<file path="src/rtl/ram_fifo_pkg.sv">
// ram_fifo_pkg: shared pointer/depth helpers for the RAM-backed single-clock FIFO.
package ram_fifo_pkg;
   localparam int DEF_ADDR_WIDTH = 4;
   function automatic int ptr_width(input int aw);
      return aw + 1;
   endfunction
   function automatic int depth(input int aw);
      return 1 << aw;
   endfunction
   localparam int PTR_WIDTH = ptr_width(DEF_ADDR_WIDTH);
   localparam int DEPTH = depth(DEF_ADDR_WIDTH);
   typedef logic [PTR_WIDTH-1:0] ptr_t;
   // Words between two wrap-bit pointers, modulo 2**(aw+1).
   function automatic logic [31:0] avail(input logic [31:0] wr, input logic [31:0] rd, input int aw);
      return (wr - rd) & ((32'd1 << (aw + 1)) - 32'd1);
   endfunction
endpackage

</file>
<file path="src/rtl/ram_rd_skid.sv">
// ram_rd_skid: 2-entry output buffer; head is registered and drives the stream.
module ram_rd_skid #(
   parameter int DATA_WIDTH = 16
) (
   input  logic                  clk,
   input  logic                  rst_n,
   input  logic                  i_push,
   input  logic                  i_pop,
   input  logic                  i_clear,
   input  logic [DATA_WIDTH-1:0] i_data,
   output logic                  o_valid,
   output logic [DATA_WIDTH-1:0] o_data,
   output logic [1:0]            o_cnt
);
   logic [1:0]            r_cnt;
   logic [DATA_WIDTH-1:0] r_d0;
   logic [DATA_WIDTH-1:0] r_d1;
   always_ff @(posedge clk or negedge rst_n) begin
      if (!rst_n) begin
         r_cnt <= '0;
         r_d0  <= '0;
         r_d1  <= '0;
      end else if (i_clear) begin
         r_cnt <= '0;
      end else begin
         if (i_pop)
            r_d0 <= (r_cnt == 2'd2) ? r_d1 : i_data;
         else if (i_push && r_cnt == 2'd0)
            r_d0 <= i_data;
         if (i_push && (i_pop ? r_cnt == 2'd2 : r_cnt == 2'd1))
            r_d1 <= i_data;
         r_cnt <= r_cnt + {1'b0, i_push} - {1'b0, i_pop};
      end
   end
   assign o_valid = (r_cnt != 2'd0);
   assign o_data  = r_d0;
   assign o_cnt   = r_cnt;
endmodule

</file>
<file path="src/rtl/ram_stream_reader.sv">
// ram_stream_reader: drains a dual-port RAM via port B into a valid/ready stream,
// returning its read pointer so the producer can detect full.
module ram_stream_reader
   import ram_fifo_pkg::*;
#(
   parameter int DATA_WIDTH = 16,
   parameter int ADDR_WIDTH = 4
) (
   input  logic                  clk,
   input  logic                  rst_n,
   input  logic [ADDR_WIDTH:0]   wr_ptr,
   output logic [ADDR_WIDTH:0]   rd_ptr,
   output logic [ADDR_WIDTH-1:0] ram_addrb,
   output logic                  ram_enb,
   input  logic [DATA_WIDTH-1:0] ram_doutb,
   output logic                  m_valid,
   output logic [DATA_WIDTH-1:0] m_data,
   input  logic                  m_ready,
   input  logic                  flush,
   output logic                  empty,
   output logic                  ovf_err
);
   localparam int PW = ptr_width(ADDR_WIDTH);
   localparam int LDEPTH = depth(ADDR_WIDTH);
   logic [PW-1:0] r_rd_ptr;
   logic          r_pend;
   logic          r_ovf;
   logic [PW-1:0] w_avail;
   logic [1:0]    w_cnt;
   logic [2:0]    w_load;
   logic          w_pop;
   logic          w_enb;
   assign w_avail = PW'(avail(32'(wr_ptr), 32'(r_rd_ptr), ADDR_WIDTH));
   assign w_pop   = m_valid && m_ready;
   // Slots committed after this edge: buffered plus in flight, less the word leaving now.
   assign w_load  = {1'b0, w_cnt} + {2'b0, r_pend} - {2'b0, w_pop};
   assign w_enb   = rst_n && !flush && (w_avail != '0) && (w_load < 3'd2);
   always_ff @(posedge clk or negedge rst_n) begin
      if (!rst_n) begin
         r_rd_ptr <= '0;
         r_pend   <= 1'b0;
         r_ovf    <= 1'b0;
      end else if (flush) begin
         r_rd_ptr <= wr_ptr;
         r_pend   <= 1'b0;
         r_ovf    <= 1'b0;
      end else begin
         r_pend <= w_enb;
         if (w_enb)
            r_rd_ptr <= r_rd_ptr + PW'(1);
         if (w_avail > PW'(LDEPTH))
            r_ovf <= 1'b1;
      end
   end
   ram_rd_skid #(.DATA_WIDTH(DATA_WIDTH)) u_skid (
      .clk     (clk),
      .rst_n   (rst_n),
      .i_push  (r_pend),
      .i_pop   (w_pop),
      .i_clear (flush),
      .i_data  (ram_doutb),
      .o_valid (m_valid),
      .o_data  (m_data),
      .o_cnt   (w_cnt)
   );
   assign rd_ptr    = r_rd_ptr;
   assign ram_addrb = r_rd_ptr[ADDR_WIDTH-1:0];
   assign ram_enb   = w_enb;
   assign empty     = (w_avail == '0) && (w_cnt == 2'd0) && !r_pend;
   assign ovf_err   = r_ovf;
endmodule

</file>
<file path="config.mk">
export PLATFORM = sky130hd
export DESIGN_NAME = ram_stream_reader
export DESIGN_NICKNAME = d
export VERILOG_FILES = /design/src/rtl/ram_fifo_pkg.sv /design/src/rtl/ram_rd_skid.sv /design/src/rtl/ram_stream_reader.sv
export SDC_FILE = /design/constraint.sdc
export NUM_CORES = 1
export LEC_CHECK = 0
export CORE_ASPECT_RATIO = 0.6
export CORE_MARGIN = 3
export CORE_UTILIZATION = 25
export DETAILED_ROUTE_END_ITERATION = 6
export PLACE_DENSITY = 0.43
export SYNTH_ARGS = -nofsm -noshare
export SYNTH_HDL_FRONTEND = slang
export SYNTH_HIERARCHICAL = 1
export SYNTH_SLANG_ARGS = --single-unit
export TNS_END_PERCENT = 1
</file>
<file path="constraint.sdc">
create_clock -name clk -period 4 [get_ports clk]
set_clock_uncertainty 0.15 [all_clocks]
set_input_delay 0.8 -clock clk [delete_from_list [all_inputs] [get_ports clk]]
set_output_delay 0.8 -clock clk [all_outputs]
set_load 0.1 [all_outputs]
</file>
# Yosys cells after proc, flatten, opt, wreduce, memory -nomap -nowiden
# Cells that the tools add are included.
[word_totals] inputBits=25 output_inout_bits=29 regBits=41 wordCells=46
[classes] magnitude_cmp=2 bitwise_logic=1 n_addsub=6 muxes=10 n_reduce_logical=19 eq_ne=2
[ops] cell="$mux W16" count=3
[ops] cell="$mux W5" count=2
[ops] cell="$logic_and A1 B1 Y1" count=8
[ops] cell="$reduce_bool A2 Y1" count=4
[ops] cell="$add A5 B1 Y5 const B" count=1
[ops] cell="$gt A5 B5 Y1 const B" count=1
[ops] cell="$logic_not A5 Y1" count=1
[ops] cell="$reduce_bool A5 Y1" count=1
[ops] cell="$sub A5 B5 Y5" count=1
[ops] cell="$mux W1" count=4
[ops] cell="$reduce_and A2 Y1" count=2
[ops] cell="$add A2 B1 Y3" count=1
[ops] cell="$lt A3 B2 Y1 const B" count=1
[ops] cell="$sub A3 B1 Y3" count=1
[ops] cell="$add A2 B1 Y2" count=1
[ops] cell="$eq A2 B1 Y1 const B" count=1
[ops] cell="$eq A2 B2 Y1 const B" count=1
[ops] cell="$logic_not A1 Y1" count=2
[ops] cell="$logic_not A2 Y1" count=1
[ops] cell="$mux W2" count=1
[ops] cell="$sub A2 B1 Y2" count=1
[ops] cell="$not A1 Y1" count=1

# Logic depth before layout (Yosys ltp)
[depth] ltp_word=7 depth_mapped=10

# Hierarchy
# The synthesis kept the hierarchy.
[modules_own_cells] module="ram_rd_skid" area_each_um2=1596.5 cells_each=102 instances=1
[modules_own_cells] module="ram_stream_reader" area_each_um2=675.6 cells_each=71 instances=1

# Least setup slack after synthesis
# OpenSTA, ideal clock, no wires.
[synth_timing] kind="register to output" startpoint="register r_rd_ptr[1], in the netlist rd_ptr[1]" endpoint="output empty" arrival_ns=5.393 n_path_buf=0 path_slack_ns=-2.343 stages_incl_launch_ff=8 cell_sequence="dfrtp_1 inv_1 ha_1 nor2b_4 o211ai_1 nand3_1 a211oi_2 nor4b_1"
[synth_via] elab_chain_cells=4
[synth_lines] element="start: declaration" line_no="ram_stream_reader.sv:25" text="logic [PW-1:0] r_rd_ptr;"
[synth_lines] element="start signal: assignment" line_no="ram_stream_reader.sv:44" text="r_rd_ptr <= wr_ptr;"
[synth_lines] element="start signal: assignment" line_no="ram_stream_reader.sv:50" text="r_rd_ptr <= r_rd_ptr + PW'(1);"
[synth_lines] element="$sub A5 B5 Y5" line_no="ram_fifo_pkg.sv:15" text="return (wr - rd) & ((32'd1 << (aw + 1)) - 32'd1);"
[synth_lines] element="$logic_not A5 Y1" line_no="ram_stream_reader.sv:69" text="assign empty = (w_avail == '0) && (w_cnt == 2'd0) && !r_pend;"
[synth_lines] element="$logic_and A1 B1 Y1 (2 in a row)" line_no="ram_stream_reader.sv:69"
[synth_lines] element="end: declaration" line_no="ram_stream_reader.sv:20" text="output logic empty,"
# Every way passes these cells.

# Worst setup path after layout
[layout_timing] startpoint="input m_ready" endpoint="output ram_enb"
[layout_via] elab_chain_cells=4
[layout_lines] element="start: declaration" line_no="ram_stream_reader.sv:18" text="input logic m_ready,"
[layout_lines] element="$logic_and A1 B1 Y1" line_no="ram_stream_reader.sv:34" text="assign w_pop = m_valid && m_ready;"
[layout_lines] element="named net w_pop" line_no="ram_stream_reader.sv:31" text="logic w_pop;"
[layout_lines] element="$sub A3 B1 Y3" line_no="ram_stream_reader.sv:36" text="assign w_load = {1'b0, w_cnt} + {2'b0, r_pend} - {2'b0, w_pop};"
[layout_lines] element="$lt A3 B2 Y1" line_no="ram_stream_reader.sv:37" text="assign w_enb = rst_n && !flush && (w_avail != '0) && (w_load < 3'd2);"
[layout_lines] element="$logic_and A1 B1 Y1" line_no="ram_stream_reader.sv:37"
[layout_lines] element="end: declaration" line_no="ram_stream_reader.sv:14" text="output logic ram_enb,"
# The timed path passes the listed nets, and every way through them passes these cells.

==> summary.md <==
| Metric | Value |
|---|---|
| Root Driver | clkbuf_16 |
| #FFs+latches synth | 41 |
| Vias in the first global route | 1580 |
| Num CTS Buffers | 5 |
| Crit-path max FO | 3 |
| Relative slew slack | 0.326 |
| Final period util | 0.971 |
| Mapped Nets | 207 |
| ANT cells | 0 |
| Most Used Layer, Global Route | met1 |
| Fraction of registers with async set/reset | 1.00 |
| H-tree depth | 2 |
| TritonCTS clock tree | built |
| CTS clk-pin slew, worst paths | 0.06 ns |
| Synth top area share | 0.452 |
| CTS sink cnt | 41 |
| Total Routing Usage GR | 0.111 |
| Area leader, netlist | dfrtp_1 |
| Hold crit path type | reg2reg |
| 1st-iter DRT viols | 54 |
| Cell Area, Synth | 0.00227 mm^2 |
| Area of the die | 0.0103 mm^2 |
| Ys flop type | dfrtp_1 |
| Nets | 267 |
| Max Cap Viol | 0 |
| Top delay family on crit path | adder cells |
| Fin cells | 346 |
| Largest net degree at the start of global routing | 42 |
| Critical Path Sink Type | primary output |
| Starting Density | 0.262 |
| Cells after synthesis | 173 |
| Reg-to-reg slack, setup | 0.91 ns |
| Final Wtd Congestion | 0.746 |
| Post-synth EDFFs | 0 |
| DRC viols | 0 |
| # rows | 26 |
| Final-layout fill cell count | 839 |
| Post-synthesis sequential area ratio | 0.452 |
| Drt via density | 4.37 |
| Chip width | 129 um |
| Commonest cells in the netlist | dfrtp_1, mux2_2, inv_1 |
| P&R area growth vs syn | 38.5% |
| Hpwl dp | 3900 um |
| Final setup fails | 0 |
| Grt met2 use | 0.153 |
| Cells along the critical path | clkdlybuf4s50_1 -> and2_1 -> ha_1 -> nand2b_1 -> fa_2 -> nand4b_1 -> or2_4 -> inv_4 -> buf_12 |
| Vias | 1513 |
| Area of the core | 0.00869 mm^2 |
| Cts hold-fix bufs | 0 |
| PortBufs | 53 |
| Post-synth cell types | 44 |
| Max-slew violations | 0 |
| Setup TNS | 0 ns |
| Status | finished, final reports clean |
| Top post-synthesis cells by area | dfrtp_1, mux2_2, mux2_4, ha_1, inv_1 |
| Grt met1 use | 0.164 |
| Fmax | 0.257 GHz |
| Global-route wire length before repair | 8670 um |
| M3 GR Usage | 0.0388 |
| Antenna Nets Post-Route | 0 |
| Final Critical Period | 3.88 ns |
| RSZ-0062 raised after global routing | false |
| Pre-antenna DRT Iters | 4 |
| Clk_lat worst skew | 0.28 ns |
| WP buf/inv | 3 |
| I/O pin cnt | 54 |
| Final hold violation count | 0 |
| Data arrival, critical path | 2.93 ns |
| Worst setup SP type | input pin |
| Dpl cells | 338 |
| DRT Wirelength | 5340 um |
| Worst path slowest cell | fa_2 |
| Initial antenna violation count | 0 |
| Total grt overflow | 0 |
| Drt wl/cell | 15.4 um |
| Setup CP Type | in2out |
| Syn Area/Cell | 13.1 um^2 |
| Finished Core Util | 0.362 |
| Critical path's largest stage delay | 0.53 ns |
| Ys Warns | 6 |
| Layout cell share with drive strength beyond 1 | 0.380 |
| CTS Buffer Depth | 2 |
| Data required, critical path | 3.05 ns |
| Most common cell in the netlist | dfrtp_1 |
| Tightest Pin Transition | 1.01 ns |
| DIE HEIGHT | 79.8 um |
-- stage by stage --
| step | hold slack [ns] | setup WS, ns | area [um^2] |
|---|---|---|---|
| finish | 0.355 | 0.116 | 3150 |
| global route | 0.370 | 0.0110 | 3150 |
| CTS | 0.357 | 0.0764 | 3140 |
| detailed placement | 0.341 | 0.0804 | 2970 |
| global placement | 0.334 | 0.0912 | 2970 |
| floorplan | 0.325 | 0.0312 | 2290 |
-- per-layer routing --
layer	part of all wire	vias up	wire, um
li1	-	738	-
met4	0.0045	0	24
met1	0.52	752	2780
met5	0	-	0
met3	0.048	2	258
met2	0.43	21	2270
-- cell usage in the layout, fill, tap and decap left out, types with 4 or more instances in the layout --
cell type	Yosys	final
a21oi_1	4	4
mux2_4	10	10
mux2_2	38	38
dfrtp_1	41	37
clkdlybuf4s50_1	0	49
nand3_1	4	4
inv_1	12	12
o211ai_1	4	4
nand2b_1	4	4
dfrtp_2	0	4
buf_4	5	10
xnor2_1	4	4
ha_1	8	7
clkbuf_16	0	5
-- logic make-up after synthesis --
logic type	after synthesis	share of synthesized area
buffers and inverters	22	0.0567
muxes	48	0.254
xor gates and xnor gates	6	0.0231
DFF	41	0.452
and+or+nand+nor	28	0.0843
AOI/OAI and AO/OA	19	0.0771
adders and majority gates	9	0.0529
-- final timing paths --
kind	start	endpoint	depth (start not counted)
max	m_ready	ram_enb	9
min	u_skid/r_d1[14]$_DFFE_PN0P_	u_skid/r_d1[14]$_DFFE_PN0P_	1
max reg2reg	u_skid/o_cnt[0]$_DFF_PN0_	rd_ptr[4]$_DFFE_PN0P_	9
min reg2reg	u_skid/r_d1[14]$_DFFE_PN0P_	u_skid/r_d1[14]$_DFFE_PN0P_	1
max in group asynchronous	rst_n	rd_ptr[0]$_DFFE_PN0P_	2
min in group asynchronous	rst_n	u_skid/o_data[9]$_DFFE_PN0P_	2
-- worst register-to-register path: stages, from the launching register on --
cell and delay (ns):
dfrtp_1 0.45, or2_2 0.34, and2_1 0.18, ha_1 0.26, nand2b_1 0.15, fa_2 0.53, nand4b_1 0.13, buf_4 0.18
or4_1 0.52, o311ai_2 0.10
-- sequential cells by signal, summed over array words and instances (netlist names) --
| register | cells |
|---|---|
| u_skid/o_cnt | 2 |
| u_skid/r_d1 | 16 |
| u_skid/o_data | 16 |
| ovf_err | 1 |
| rd_ptr | 5 |
| r_pend | 1 |
-- area by class of cell --
type	count	area, um^2	area share
Timing Repair Buffer	62	611	0.194
Sequential cell	41	1030	0.328
Multi-Input combinational cell	110	1140	0.361
Inverter	13	51.3	0.0163
Clock inverter	2	37.5	0.0119
Tap cell	112	140	0.0445
Clock buffer	6	139	0.0441
-- timing repair --
item / CTS / global route
setup buffers: 0 / 0
hold endpoints to repair: 0 / 0
endpoints found under the setup margin: 0 / 2
resized for setup: 0 / 2
Power is left out: the tool's default activity adds up to more than one toggle a clock period on the data nets, which glitch-free logic cannot reach.
